[src/rtl/vram_plane_ctrl_pkg.sv]
// Shared types and default IO port numbers for the VRAM bit-plane controller.
package vram_plane_ctrl_pkg;

   typedef enum logic {
      ST_IDLE  = 1'b0,
      ST_CLEAR = 1'b1
   } state_t;

   localparam logic [7:0] DEF_CLR_PORT = 8'hF0;
   localparam logic [7:0] DEF_RD_PORT  = 8'hF1;
   localparam logic [7:0] DEF_WR_PORT  = 8'hF2;

endpackage

[src/rtl/vram_plane_ctrl_rd_mux.sv]
// One-hot AND-OR selector picking one plane's read data; an all-zero select yields 8'h00.
module plane_rd_mux #(
   parameter int NUM_PLANES = 6
) (
   input  logic [NUM_PLANES-1:0]   sel,
   input  logic [8*NUM_PLANES-1:0] pl_q,
   output logic [7:0]              dout
);

   logic [NUM_PLANES:0][7:0] acc;

   assign acc[0] = 8'h00;

   for (genvar k = 0; k < NUM_PLANES; k++) begin : g_plane
      assign acc[k+1] = acc[k] | (pl_q[8*k +: 8] & {8{sel[k]}});
   end

   assign dout = acc[NUM_PLANES];

endmodule

[src/rtl/vram_plane_ctrl.sv]
// VRAM bit-plane controller: CPU broadcast writes, banked reads, and a hardware
// clear sequencer that zeroes every plane while stalling the CPU.
module vram_plane_ctrl
   import vram_plane_ctrl_pkg::*;
#(
   parameter int         NUM_PLANES = 6,
   parameter int         ADDR_W     = 13,
   parameter logic [7:0] RD_PORT    = DEF_RD_PORT,
   parameter logic [7:0] WR_PORT    = DEF_WR_PORT,
   parameter logic [7:0] CLR_PORT   = DEF_CLR_PORT
) (
   input  logic                    clk,
   input  logic                    reset_n,
   input  logic                    io_wr,
   input  logic [7:0]              io_port,
   input  logic [7:0]              io_data,
   input  logic                    mem_rd,
   input  logic                    mem_wr,
   input  logic [ADDR_W-1:0]       cpu_addr,
   input  logic [7:0]              cpu_din,
   output logic [7:0]              cpu_dout,
   output logic                    cpu_wait_n,
   input  logic                    clear_req,
   output logic                    busy,
   output logic [ADDR_W-1:0]       pl_addr,
   output logic [7:0]              pl_din,
   output logic                    pl_we,
   output logic [NUM_PLANES-1:0]   pl_ce,
   input  logic [8*NUM_PLANES-1:0] pl_q,
   output logic [7:0]              rd_bank,
   output logic [NUM_PLANES-1:0]   wr_mask
);

   state_t                  state;
   logic [ADDR_W-1:0]       clr_cnt;
   logic                    clr_start;
   logic                    rd_go;
   logic [NUM_PLANES-1:0]   rd_ce;
   logic                    rd_pend_q;
   logic [NUM_PLANES-1:0]   rd_sel_q;
   logic [7:0]              dout_hold_q;
   logic [7:0]              mux_dout;

   assign clr_start = clear_req | (io_wr && io_port == CLR_PORT);
   assign rd_go     = (state == ST_IDLE) && mem_rd && !mem_wr;

   // Bank numbers are 1-based; 0 and anything past the last plane select nothing.
   always_comb begin
      rd_ce = '0;
      for (int k = 0; k < NUM_PLANES; k++)
         rd_ce[k] = (rd_bank == 8'(k + 1));
   end

   always_ff @(posedge clk or negedge reset_n) begin
      if (!reset_n) begin
         rd_bank <= 8'h00;
         wr_mask <= '0;
      end else if (io_wr) begin
         if (io_port == RD_PORT) rd_bank <= io_data;
         if (io_port == WR_PORT) wr_mask <= io_data[NUM_PLANES-1:0];
      end
   end

   // A new request restarts the sweep from address 0 even mid-clear.
   always_ff @(posedge clk or negedge reset_n) begin
      if (!reset_n) begin
         state   <= ST_IDLE;
         clr_cnt <= '0;
         busy    <= 1'b0;
      end else if (clr_start) begin
         state   <= ST_CLEAR;
         clr_cnt <= '0;
         busy    <= 1'b1;
      end else if (state == ST_CLEAR) begin
         clr_cnt <= clr_cnt + 1'b1;
         if (clr_cnt == '1) begin
            state <= ST_IDLE;
            busy  <= 1'b0;
         end
      end
   end

   always_comb begin
      pl_addr = cpu_addr;
      pl_din  = cpu_din;
      pl_we   = 1'b0;
      pl_ce   = '0;
      if (!reset_n) begin
         pl_we = 1'b0;
      end else if (state == ST_CLEAR) begin
         pl_addr = clr_cnt;
         pl_din  = 8'h00;
         pl_we   = 1'b1;
         pl_ce   = '1;
      end else if (mem_wr) begin
         pl_we = 1'b1;
         pl_ce = wr_mask;
      end else if (mem_rd) begin
         pl_ce = rd_ce;
      end
   end

   assign cpu_wait_n = !((state == ST_CLEAR) && (mem_rd || mem_wr));

   // Read data appears the cycle after the access and is held afterwards.
   always_ff @(posedge clk or negedge reset_n) begin
      if (!reset_n) begin
         rd_pend_q   <= 1'b0;
         rd_sel_q    <= '0;
         dout_hold_q <= 8'h00;
      end else begin
         rd_pend_q <= rd_go;
         if (rd_go)     rd_sel_q    <= rd_ce;
         if (rd_pend_q) dout_hold_q <= mux_dout;
      end
   end

   plane_rd_mux #(.NUM_PLANES(NUM_PLANES)) u_rd_mux (
      .sel  (rd_sel_q),
      .pl_q (pl_q),
      .dout (mux_dout)
   );

   assign cpu_dout = rd_pend_q ? mux_dout : dout_hold_q;

endmodule

[config.mk]
export PLATFORM = sky130hd
export DESIGN_NAME = vram_plane_ctrl
export DESIGN_NICKNAME = d
export VERILOG_FILES = /design/src/rtl/vram_plane_ctrl_pkg.sv /design/src/rtl/vram_plane_ctrl_rd_mux.sv /design/src/rtl/vram_plane_ctrl.sv
export SDC_FILE = /design/constraint.sdc
export NUM_CORES = 1
export LEC_CHECK = 0
export BUFFER_PORTS_ARGS = -buffer_cell sky130_fd_sc_hd__buf_4
export CAP_MARGIN = 20
export CORE_AREA = 2 2 82 84
export DETAILED_ROUTE_END_ITERATION = 6
export DIE_AREA = 0 0 84 86
export PLACE_DENSITY_LB_ADDON = 0.3
export REMOVE_ABC_BUFFERS = 1
export SYNTH_ARGS = -nofsm -noshare
export SYNTH_HDL_FRONTEND = slang
export SYNTH_SLANG_ARGS = --single-unit
[constraint.sdc]
create_clock -name clk -period 1.59 [get_ports clk]
set_input_delay 0.2385 -clock clk [delete_from_list [all_inputs] [get_ports clk]]
set_output_delay 0.2385 -clock clk [all_outputs]
set_load 0.03 [all_outputs]
==> impl_metrics.env <==
export IMPL_status="complete, but fails checks"
export IMPL_violations="negative setup slack"
export IMPL_cp_data_required_time_ns=1.35
export IMPL_drv_cap=0
export IMPL_die_x_um=84
export IMPL_rrSetupSlack_ns=-0.18
export IMPL_skew_ns=0.00394
export IMPL_placed_area_mm2=0.00368
export IMPL_grt_overflow_total=0
export IMPL_port_buffers=142
export IMPL_wl_per_cell_um=16.9
export IMPL_synth_warnings=0
export IMPL_met3_length_um=720
export IMPL_cp_arrival_ns=2.02
export IMPL_place_gp_congestion=0.819
export IMPL_dr_pass1_iters=5
export IMPL_final_hold_viol_count=0
export IMPL_slew_headroom_pct=52.4
export IMPL_hold_path_class="primary input to asynchronous set/reset pin"
export IMPL_pre_cts_ws_ns=-0.446
export IMPL_power_density_mw_per_mm2=610
export IMPL_min_period_ns=2.26
export IMPL_slowest_stage="or4_4"
export IMPL_synth_top_area_share_pct=45.5
export IMPL_grt_max_degree=29
export IMPL_crit_chain="or4_4 > nor3b_4 > nand2_1 > o211ai_1 > buf_4"
export IMPL_fin_ws_ns=-0.670
export IMPL_worstPathMaxFanout=3
export IMPL_route_met2_wl_um=4340
export IMPL_synth_cells=245
export IMPL_synth_most_common_cell="dfrtp_1"
export IMPL_fmax_mhz=442
export IMPL_diodes=0
export IMPL_cts_reportedPaths_clkPinSlew_ns=0.08
export IMPL_cts_buffers_inserted=5
export IMPL_seq_area_frac_synth_pct=45.5
export IMPL_syn_avg_cell_area_um2=9.87
export IMPL_syn_area_mm2=0.00242
export IMPL_initialDrtViolationCount=83
export IMPL_ys_flop_type="dfrtp_1"
export IMPL_route_detailed_drc=0
export IMPL_vias=2682
export IMPL_cts_tree="done"
export IMPL_n_fill_cell=463
export IMPL_core_area_mm2=0.00628
export IMPL_wirelength_um=8610
export IMPL_start_util_pct=38.5
export IMPL_antenna_found_initial=0
export IMPL_worstMarginPinSlew_ns=0.711
export IMPL_die_h_um=86
export IMPL_synthTopCellsByArea="dfrtp_1, mux2_2, a22oi_1"
export IMPL_setup_violations=27
export IMPL_ios=143
export IMPL_yosys_top_cells_count="dfrtp_1, mux2_2, nor2_1"
export IMPL_synthToLayoutAreaGrowth_pct=89.6
export IMPL_synth_cell_types=37
export IMPL_grt_pass1_vias=2704
export IMPL_grt_pass1_wl_um=13200
export IMPL_clkSinkCount=44
export IMPL_clock_path_buffers=2
export IMPL_crit_type="flip-flop to output pin"
export IMPL_cts_max_level=2
export IMPL_async_flop_share_pct=100
export IMPL_total_power_w=0.00279
export IMPL_drive_above_1_share_pct=66.9
export IMPL_topRoutingLayerUsed="met4"
export IMPL_synth_edf_count=0
export IMPL_fp_row_count=29
export IMPL_p_leak_nw=2.11
export IMPL_rsz0062_at_grt="true"
export IMPL_end_kind="output pin"
export IMPL_synth_seq_cells=44
export IMPL_fin_tns_setup_ns=-5.72
export IMPL_hpwl_um=5500
export IMPL_fin_nets=524
export IMPL_crit_path_start_kind="flip-flop"
export IMPL_wl_met1_um=3480
export IMPL_slowest_delay_ns=0.59
export IMPL_synth_top_cell_by_area="dfrtp_1"
export IMPL_ir_drop_uv=523
export IMPL_report_final_slew_viol_count=0
export IMPL_period_share_pct=142
export IMPL_fp_dieArea_mm2=0.00722
export IMPL_clk_latency_ns=0.29
export IMPL_track_usage_pct=22.7
export IMPL_viasPerCell=5.27
export IMPL_final_design_area_no_fill_mm2=0.00458
export IMPL_clockRootBuffer="clkbuf_8"
export IMPL_ant_nets=0
[metrics by stage]
stage,instances,hold slack [ns],utilization [%]
after floorplan,229,-0.0571,-
after global placement,468,0.253,58.6
after detailed placement,468,0.257,58.6
after CTS,501,0.173,69.8
after global routing,509,0.176,73.0
final,509,0.178,73.0
[worst max-delay path: cells and delay by family, from the launching register on]
family | cells | cell delay, ns
flip-flops | 1 | 0.38
buffers and inverters | 1 | 0.19
AND/OR/NAND/NOR | 3 | 0.97
AO/OA/AOI/OAI | 1 | 0.19
[what timing repair did]
item	4_1_cts	5_1_grt
buffers inserted	24	9
endpoints found under the hold margin	16	0
cloned	1	2
resized for setup	102	31
hold buffers	1	0
pin swaps	23	28
endpoints found under the setup margin	31	37
[per-layer routing]
metal / GRT usage, % / vias to the layer above
met5: 0 / -
li1: - / 1267
met1: 28.9 / 1286
met4: 6.01 / 0
met3: 5.10 / 6
met2: 39.1 / 123
[layout make-up]
type / instances / area (µm²) / area share, %
clock buffer: 7 / 96.3 / 2.10
tap: 77 / 96.3 / 2.10
multi-input combinational: 181 / 1570 / 34.3
inverter: 4 / 15.0 / 0.328
sequential: 44 / 1110 / 24.2
timing repair buffer: 196 / 1690 / 37.0
[state kept, by name (all words and copies together), names as in the netlist]
signal and count:
rd_pend_q 1, wr_mask 6, state 1, dout_hold_q 8
clr_cnt 13, busy 1, rd_bank 8, rd_sel_q 6
[worst paths after layout]
path,depth (start not counted),to,start
max in group asynchronous,3,dout_hold_q[1]$_DFF_PN0_,reset_n
hold reg to reg,1,busy$_DFFE_PN0P_,busy$_DFFE_PN0P_
hold / removal,3,clr_cnt[12]$_DFFE_PN0P_,reset_n
setup reg to reg,6,rd_sel_q[3]$_DFFE_PN0P_,rd_bank[6]$_DFFE_PN0P_
min in group clk,2,rd_bank[6]$_DFFE_PN0P_,io_data[6]
setup / recovery,5,pl_ce[3],rd_bank[6]$_DFFE_PN0P_
[placed cells by master (no fill, tap or decap), types with 4 or more instances in the layout]
| cell type | Yosys | routed |
|---|---|---|
| a21boi_1 | 0 | 4 |
| a21oi_1 | 4 | 4 |
| a22oi_2 | 0 | 23 |
| a41oi_2 | 0 | 8 |
| and2_4 | 0 | 5 |
| buf_12 | 0 | 4 |
| buf_4 | 0 | 153 |
| buf_6 | 0 | 34 |
| clkbuf_8 | 0 | 7 |
| dfrtp_1 | 44 | 37 |
| dfrtp_2 | 0 | 7 |
| inv_1 | 4 | 4 |
| mux2_2 | 25 | 14 |
| mux2_4 | 0 | 11 |
| nand2_1 | 18 | 15 |
| nand3_1 | 11 | 10 |
| nand4_1 | 4 | 4 |
| nor2_1 | 25 | 25 |
| xnor2_1 | 9 | 9 |
[kinds of logic (layout without fill, tap and decap cells)]
| kind of cell | count (synthesis) | in the layout | synth area share, % |
|---|---|---|---|
| compound gates | 55 | 55 | 16.2 |
| xor+xnor | 12 | 12 | 4.35 |
| fa+ha+maj | 1 | 1 | 0.518 |
| buf+inv | 20 | 207 | 3.21 |
| flops | 44 | 44 | 45.5 |
| mux | 26 | 26 | 12.1 |
| simple gates | 87 | 87 | 18.1 |
[where the power goes]
part / switching (W) / internal (W)
sequential: 0.0000317 / 0.00116
clock: 0.000362 / 0.000387
combinational: 0.000395 / 0.000463
(Power assumes the default switching activity.)
